==> config.mk <==
export PLATFORM = sky130hd
export DESIGN_NAME = fifo_stream_reader
export DESIGN_NICKNAME = d
export VERILOG_FILES = /design/src/rtl/fifo_stream_reader_pkg.sv /design/src/rtl/fifo_stream_skid.sv /design/src/rtl/fifo_stream_reader.sv
export SDC_FILE = /design/constraint.sdc
export NUM_CORES = 1
export LEC_CHECK = 0
export CAP_MARGIN = 30
export CORE_MARGIN = 5
export CORE_UTILIZATION = 40
export DETAILED_ROUTE_END_ITERATION = 12
export PLACE_DENSITY = 0.66
export SLEW_MARGIN = 30
export SYNTH_ARGS = -nofsm -noshare
export SYNTH_HDL_FRONTEND = slang
export SYNTH_HIERARCHICAL = 1
export SYNTH_SLANG_ARGS = --single-unit
==> constraint.sdc <==
create_clock -name clk -period 9.7 [get_ports clk]
set_clock_uncertainty 0.15 [all_clocks]
set_input_delay 1.94 -clock clk [delete_from_list [all_inputs] [get_ports clk]]
set_output_delay 1.94 -clock clk [all_outputs]
set_load 0.02 [all_outputs]
==> src/rtl/fifo_stream_reader_pkg.sv <==
// Shared definitions for the FIFO stream reader: FIFO geometry, default
// read latency / skid depth and the delivered-word counter width.
package fifo_stream_reader_pkg;
  localparam int FIFO_DW        = 60;
  localparam int FIFO_AW        = 8;
  localparam int DEF_RD_LAT     = 1;
  localparam int DEF_SKID_DEPTH = 2;
  localparam int CNT_W          = 32;
endpackage

==> src/rtl/fifo_stream_skid.sv <==
// DEPTH x DW register skid buffer: push at tail, pop at head, occupancy count,
// valid/data presented straight from registered state.
module fifo_stream_skid
  import fifo_stream_reader_pkg::*;
#(
  parameter int DW              = FIFO_DW,
  parameter int DEPTH           = DEF_SKID_DEPTH,
  localparam int OCC_W          = $clog2(DEPTH + 1)
) (
  input  logic             clk,
  input  logic             rst,
  input  logic             clr,
  input  logic             push,
  input  logic [DW-1:0]    push_data,
  input  logic             m_ready,
  output logic             m_valid,
  output logic [DW-1:0]    m_data,
  output logic             pop,
  output logic [OCC_W-1:0] occ
);
  localparam int PTR_W = (DEPTH > 1) ? $clog2(DEPTH) : 1;

  logic [DW-1:0]    mem [DEPTH];
  logic [PTR_W-1:0] head;
  logic [PTR_W-1:0] tail;

  // Explicit wrap so non-power-of-two depths stay in range.
  function automatic logic [PTR_W-1:0] next_ptr(input logic [PTR_W-1:0] p);
    return (p == PTR_W'(DEPTH - 1)) ? '0 : p + PTR_W'(1);
  endfunction

  assign m_valid = (occ != '0);
  assign m_data  = m_valid ? mem[head] : '0;
  assign pop     = m_valid && m_ready;

  // NOTE: buffer entries carry no reset; occ qualifies every read, so only
  // the pointers and count need one.
  always_ff @(posedge clk) begin
    if (push) mem[tail] <= push_data;
  end

  always_ff @(posedge clk) begin
    if (rst || clr) begin
      head <= '0;
      tail <= '0;
      occ  <= '0;
    end else begin
      if (push) tail <= next_ptr(tail);
      if (pop)  head <= next_ptr(head);
      occ <= occ + OCC_W'(push) - OCC_W'(pop);
    end
  end

`ifndef SYNTHESIS
  a_no_overflow: assert property (@(posedge clk) disable iff (rst || clr)
    !(push && !pop && (occ == OCC_W'(DEPTH))))
    else $error("fifo_stream_skid overflow");
`endif
endmodule

==> src/rtl/fifo_stream_reader.sv <==
// Read-side drain engine: credit-gated FIFO reads, RD_LAT in-flight pipe and a
// skid buffer feeding a valid/ready stream. FIFO_STREAM_READER_CNT_EN enables rd_count.
module fifo_stream_reader
  import fifo_stream_reader_pkg::*;
#(
  parameter int DW         = FIFO_DW,
  parameter int RD_LAT     = DEF_RD_LAT,
  parameter int SKID_DEPTH = DEF_SKID_DEPTH
) (
  input  logic             clk,
  input  logic             rst,
  input  logic             clr,
  input  logic             fifo_empty,
  input  logic [DW-1:0]    fifo_dout,
  output logic             fifo_re,
  output logic             m_valid,
  input  logic             m_ready,
  output logic [DW-1:0]    m_data,
  output logic             busy,
  output logic [CNT_W-1:0] rd_count
);
  localparam int OCC_W = $clog2(SKID_DEPTH + 1);

  logic [RD_LAT-1:0] pipe;
  logic [OCC_W-1:0]  occ;
  logic              pop;
  logic              land;
  int                inflight;

  assign inflight = $countones(pipe);
  assign land     = pipe[RD_LAT-1];
  assign busy     = (occ != '0) || (pipe != '0);

  // NOTE: every always_comb output gets a default first so no latch is inferred.
  always_comb begin
    fifo_re = 1'b0;
    // Reserve a slot for every word already buffered or in flight.
    if (!rst && !clr && !fifo_empty)
      fifo_re = (int'(occ) - int'(pop) + inflight + 1) <= SKID_DEPTH;
  end

  // NOTE: non-blocking assignments let each stage shift from its pre-edge value.
  always_ff @(posedge clk) begin
    if (rst || clr) begin
      pipe <= '0;
    end else begin
      pipe[0] <= fifo_re;
      for (int i = 1; i < RD_LAT; i++) pipe[i] <= pipe[i-1];
    end
  end

  fifo_stream_skid #(
    .DW    (DW),
    .DEPTH (SKID_DEPTH)
  ) u_skid (
    .clk       (clk),
    .rst       (rst),
    .clr       (clr),
    .push      (land),
    .push_data (fifo_dout),
    .m_ready   (m_ready),
    .m_valid   (m_valid),
    .m_data    (m_data),
    .pop       (pop),
    .occ       (occ)
  );

`ifdef FIFO_STREAM_READER_CNT_EN
  logic [CNT_W-1:0] cnt_q;

  // Survives clr on purpose; only rst zeroes the delivered-word count.
  always_ff @(posedge clk) begin
    if (rst)      cnt_q <= '0;
    else if (pop) cnt_q <= cnt_q + CNT_W'(1);
  end

  assign rd_count = cnt_q;
`else
  assign rd_count = '0;
`endif
endmodule

==> impl_metrics.csv, run 1 <==
group,metric,value,unit
run_status,status,"complete, no violations",
timing,setup_viol,0,
die,die-area,15390,µm²
placement,dpl_cell_area,6543,µm²
timing,tns,0,ns
worst_setup_path,cp_max_fo,4,
synth,ys_warn_count,6,
final_layout,stdcell_count,650,
clocking,cts_root_buf,"clkbuf_16",
synth,ys_ff_latch,126,
final_layout,num_antenna_cells,0,
die,coreArea,12670,µm²
timing,drv_slew,0,
final_layout,layout_commonest_cell,"clkdlybuf4s50_1",
placement,dp.cells,618,
clocking,cts_sinks,126,
synth,synth_top_family_by_area,"multiplexers",
timing,max_slew_margin,45.17,%
placement,gp_congestion,0.8264,
placement,place_ws,3.026,ns
die,std_cell_rows,41,
timing,fin_crit_sh,68.70,%
power_and_ir_drop,p_leak,2.425,nW
synth,yosysSeqAreaShare,71.54,%
synth,synth_top_area_share,69.23,%
global_routing,grt-ovfl-total,0,
placement,numPortBuffers,127,
final_layout,drive_gt1_share,8.996,%
global_routing,grt_max_degree,36,
clocking,clk_latency,0.40,ns
clocking,cts_repair_resize_count,0,
clocking,htreeDepth,4,
worst_setup_path,critPathArrivalTime,4.57,ns
synth,synth_xor_area_share,0.6010,%
worst_setup_path,critical_path.endpoint_type,"output port",
timing,hold_viol,0,
final_layout,finish.net_count,538,
drt,vias_per_cell,4.495,
worst_setup_path,critPathLaunchType,"input port",
clocking,clkTransAtPathRegs,0.06,ns
timing,rsz0062_at_grt,"false",
final_layout,final_cell_mix,"clkdlybuf4s50_1 (127), edfxtp_1 (120), mux2i_1 (60), nor2_1 (60), conb_1 (32)",
timing,tightest_slew,0.8205,ns
synth,synth-simple-area-share,5.938,%
die,start_util,41.08,%
final_layout,fin_area,7187,µm²
synth,synth_fa_ha_area_share,2.067,%
drt,drtIter0Drc,128,
drt,firstDrtPassIters,4,
die,die_h,124.1,µm
clocking,cts_hold_buf,0,
power_and_ir_drop,peakVddDrop,0.1036,mV
worst_setup_path,critical_path_class,"input port to output port",
synth,synth_cell_type_count,24,
timing,fin_ws,3.036,ns
global_routing,grt_pass1_wl,15.34,mm
clocking,postCtsSetupBuffers,0,
power_and_ir_drop,power_density,192.7,nW/µm²
worst_setup_path,cp_data_required_time,7.61,ns
drt,ant_nets,0,
hold_path,hold_class,"flip-flop to flip-flop",
synth,synth_area_per_cell,15.87,µm²
drt,drt-wirelength-per-cell,15.48,µm
clocking,tritoncts,"done",
global_routing,antenna_found_initial,0,
drt,drc_errors,0,
clocking,cts_buffers,17,
drt,routed_wl,10.06,mm
synth,synth_cells,328,
synth,mappedNetlistArea,5205,µm²
global_routing,grt_pass1_vias,3007,
synth,synth_mux_area_share,11.97,%
global_routing,grt.total_usage,13.34,%
timing,fmax,0.1501,GHz
final_layout,syn_to_final_growth,38.08,%
drt,via_count,2922,
timing,finalCriticalPeriod,6.664,ns
synth,ys_top_cells_by_area,"edfxtp_1 (69%), mux2i_1 (12%), buf_4 (4.8%)",
synth,synth_top_cell_by_area,"edfxtp_1",
clocking,clk_path_buf_depth,2,
die,fp.dieW,124.1,µm
synth,synth_compound_area_share,0.5288,%
placement,place_hpwl,6.780,mm
die,io_pins,160,
job,maxCapViolCount,0,
-- final timing paths --
| kind | end | cells past startpoint | from | slack, ns |
|---|---|---|---|---|
| worst max-delay path | fifo_re | 11 | m_ready | 3.04 |
| worst min-delay path | u_skid/tail$_SDFFE_PP0P_ | 2 | land$_SDFF_PP0_ | 0.47 |
| worst max register to register | land$_SDFF_PP0_ | 9 | u_skid/occ[1]$_SDFF_PP0_ | 7.32 |
| worst min register to register | u_skid/tail$_SDFFE_PP0P_ | 2 | land$_SDFF_PP0_ | 0.47 |
-- power breakdown --
part           internal (W)  switching, W  total (W)
logic             0.0000443     0.0000490  0.0000932
registers          0.000607    0.00000300   0.000610
clock network      0.000457      0.000225   0.000682
-- registers in the layout, summed over array words and instances (netlist names), named ones only --
signal       flops
land             1
u_skid/head      1
u_skid/occ       2
u_skid/mem     120
u_skid/tail      1
-- kinds of logic (layout without fill, tap and decap cells) --
| family | count (synthesis) | after routing |
|---|---|---|
| adder cells (fa/ha/maj) | 8 | 8 |
| XOR/XNOR | 2 | 2 |
| multiplexers | 62 | 62 |
| AND/OR/NAND/NOR | 72 | 72 |
| buffers and inverters | 54 | 173 |
| other | 1 | 32 |
| flip-flops | 126 | 126 |
| AO/OA/AOI/OAI | 3 | 3 |
-- layer usage --
metal | GRT usage (%) | part of all wire (%)
met2 | 20.91 | 48
met5 | 0 | 0
met1 | 16.53 | 42
met3 | 5.904 | 10
met4 | 4.517 | 0.42
-- per-stage QoR --
step	hold slack, ns	power, W	utilization (%)
6_report	0.4676	0.001385	56.72
5_1_grt	0.5118	0.001435	56.72
4_1_cts	0.4635	0.001405	56.72
3_5_place_dp	0.4452	0.0007154	51.63
3_3_place_gp	0.4725	0.0007128	51.32
2_1_floorplan	0.3713	0.0006745	-
-- Yosys cell counts --
cell      instances
dfxtp_1           6
buf_4            33
nor2_1           61
mux2_2            2
nor3_1            2
nand3b_1          1
o211a_1           2
o21a_1            1
nor3_2            2
xnor3_1           1
conb_1            1
buf_2             6
nor3b_1           2
mux2i_1          60
buf_6             6
fa_1              1
xnor2_1           1
and2_1            1
and4b_1           1
edfxtp_1        120
ha_1              7
nand3_1           1
inv_1             9
nor2_2            1
-- layout make-up --
class / count / area, µm²
multi-input cells: 179 / 1232
fillers: 1023 / 5484
clock buffers: 18 / 429.2
flip-flops and latches: 126 / 3727
repair buffers: 132 / 1334
inverters: 9 / 33.78
well taps: 172 / 215.2
clock inverters: 14 / 215.2
-- critical path: stages --
cell             delay [ns]
clkdlybuf4s50_1        0.46
o21a_1                 0.20
ha_1                   0.26
ha_1                   0.22
inv_1                  0.07
ha_1                   0.14
inv_1                  0.06
ha_1                   0.26
and4b_1                0.22
o211a_1                0.14
clkdlybuf4s50_1        0.60
Note: power is estimated with default switching activity, not from simulation.
==> run 2, diff against run 1 <==
--- a/config.mk
+++ b/config.mk
@@ -9,7 +9,7 @@
 export CORE_MARGIN = 5
 export CORE_UTILIZATION = 40
 export DETAILED_ROUTE_END_ITERATION = 12
-export PLACE_DENSITY = 0.66
+export PLACE_DENSITY = 0.69
 export SLEW_MARGIN = 30
 export SYNTH_ARGS = -nofsm -noshare
 export SYNTH_HDL_FRONTEND = slang
==> constraint.sdc (replaced) <==
create_clock -name clk -period 5.55 [get_ports clk]
set_clock_uncertainty 0.15 [all_clocks]
set_input_delay 1.11 -clock clk [delete_from_list [all_inputs] [get_ports clk]]
set_output_delay 1.11 -clock clk [all_outputs]
set_load 0.02 [all_outputs]
==> impl_metrics.csv, run 2 (synthesis gave the netlist of run 1 again) <==
group,metric,value,unit
timing,rsz0062_at_grt,"false",
timing,tightest_slew,0.8394,ns
global_routing,grt_max_degree,39,
final_layout,finish.net_count,538,
timing,fin_crit_sh,89.70,%
placement,numPortBuffers,127,
clocking,cts_hold_buf,0,
final_layout,drive_gt1_share,8.577,%
clocking,postCtsSetupBuffers,0,
final_layout,regArea,3727,µm²
power_and_ir_drop,power_density,328.5,nW/µm²
power_and_ir_drop,swShare,19.98,%
die,coreArea,12670,µm²
timing,fmax,0.2009,GHz
clocking,cts_root_buf,"clkbuf_16",
clocking,htreeDepth,4,
die,die-area,15390,µm²
power_and_ir_drop,p_leak,2.409,nW
final_layout,final_cell_mix,"clkdlybuf4s50_1 (127), edfxtp_1 (120), mux2i_1 (60), nor2_1 (60), conb_1 (32)",
clocking,cts_buffers,17,
job,maxCapViolCount,0,
drt,routed_wl,10.11,mm
power_and_ir_drop,combPwrFrac,7.0,%
timing,tns,0,ns
worst_setup_path,critPathArrivalTime,3.72,ns
worst_setup_path,cp_max_fo,4,
clocking,clk_path_buf_depth,2,
timing,max_slew_margin,43.90,%
global_routing,antenna_found_initial,0,
run_status,status,"complete, no violations",
final_layout,num_antenna_cells,0,
timing,drv_slew,0,
global_routing,grt_pass1_wl,15.57,mm
power_and_ir_drop,clkPwrFrac,47.6,%
final_layout,multi_input_area,1232,µm²
drt,ant_nets,0,
die,die_h,124.1,µm
drt,drtIter0Drc,153,
final_layout,syn_to_final_growth,37.57,%
timing,setup_viol,0,
die,start_util,41.08,%
die,io_pins,160,
timing,finalCriticalPeriod,4.978,ns
clocking,clkTransAtPathRegs,0.05,ns
drt,via_count,2947,
final_layout,reg_top3,"u_skid/mem (120), u_skid/occ (2)",
power_and_ir_drop,seq_power_share,45.4,%
placement,gp_congestion,0.7302,
global_routing,grt-ovfl-total,0,
global_routing,grt.total_usage,13.73,%
drt,drc_errors,0,
worst_setup_path,cp_data_required_time,4.29,ns
die,std_cell_rows,41,
power_and_ir_drop,p_sw,0.0004700,W
final_layout,regMostFlops,"u_skid/mem",
power_and_ir_drop,peakVddDrop,0.2362,mV
clocking,cts_repair_resize_count,0,
drt,vias_per_cell,4.534,
die,fp.dieW,124.1,µm
placement,place_hpwl,6.821,mm
clocking,clk_latency,0.40,ns
global_routing,grt_pass1_vias,3138,
worst_setup_path,critPathLaunchType,"input port",
final_layout,filler_cell_count,1009,
clocking,cts_sinks,126,
drt,firstDrtPassIters,4,
timing,hold_viol,0,
final_layout,layout_commonest_cell,"clkdlybuf4s50_1",
worst_setup_path,critical_path.endpoint_type,"output port",
drt,drt-wirelength-per-cell,15.55,µm
power_and_ir_drop,internal_power,0.001882,W
clocking,tritoncts,"done",
worst_setup_path,critical_path_class,"input port to output port",
hold_path,hold_class,"flip-flop to flip-flop",
final_layout,largest_register_ffs,120,
power_and_ir_drop,power.total,0.002352,W
==> run 2: cell types whose count changed in the layout (fill, tap and decap cells not counted), sizes merged <==
cell | previous run | this run
clkinvlp | 1 | 3
inv | 11 | 9
bufinv | 5 | 4
clkinv | 6 | 7
==> run 2: power by group through the flow <==
stage | combinational [W] | sequential, W | clock (W)
after floorplan | 0.0000922 | 0.00109 | 0
after global placement | 0.000158 | 0.00109 | 0
after detailed placement | 0.000164 | 0.00109 | 0
after CTS | 0.000164 | 0.00107 | 0.00114
after global routing | 0.000179 | 0.00107 | 0.00119
final | 0.000165 | 0.00107 | 0.00112
==> run 2: worst paths after layout <==
kind                             from  cells past startpoint  slack, ns                       end
min                   land$_SDFF_PP0_                      2       0.41  u_skid/tail$_SDFFE_PP0P_
max reg2reg  u_skid/occ[1]$_SDFF_PP0_                      9       3.21           land$_SDFF_PP0_
max                           m_ready                     11       0.57                   fifo_re
min reg2reg           land$_SDFF_PP0_                      2       0.41  u_skid/tail$_SDFFE_PP0P_
==> run 2: worst max-delay path, cell delays in order <==
cell,delay [ns]
clkdlybuf4s50_1,0.46
o21a_1,0.21
ha_1,0.26
ha_1,0.22
inv_1,0.07
ha_1,0.13
inv_1,0.04
ha_1,0.25
and4b_1,0.23
o211a_1,0.14
clkdlybuf4s50_1,0.59
==> run 2: cell type report <==
| cell class | count | area share (%) |
|---|---|---|
| clock inverter | 14 | 2.429 |
| clock buffer | 18 | 5.993 |
| timing repair buffer | 132 | 18.84 |
| tap | 172 | 3.005 |
| sequential | 126 | 52.05 |
| inverter | 9 | 0.4718 |
| multi-input combinational | 179 | 17.21 |
==> run 2: stage by stage <==
stage | area (µm²) | instances | utilization, % | hold WS (ns) | worst slack (ns)
2_1_floorplan | 5321 | 359 | - | 0.3713 | 1.637
3_3_place_gp | 6502 | 616 | 51.32 | 0.4214 | 0.6207
3_5_place_dp | 6530 | 617 | 51.54 | 0.4086 | 0.5605
4_1_cts | 7133 | 649 | 56.30 | 0.4196 | 0.5534
5_1_grt | 7161 | 650 | 56.51 | 0.5141 | 0.4382
6_report | 7161 | 650 | 56.51 | 0.4143 | 0.5717
==> run 2: routing by layer <==
layer	vias up	GRT usage (%)	share of wire (%)
li1	1402	-	-
met1	1397	15.92	40
met2	135	21.62	48
met3	13	7.221	10
met4	0	5.270	1.3
met5	-	0	0
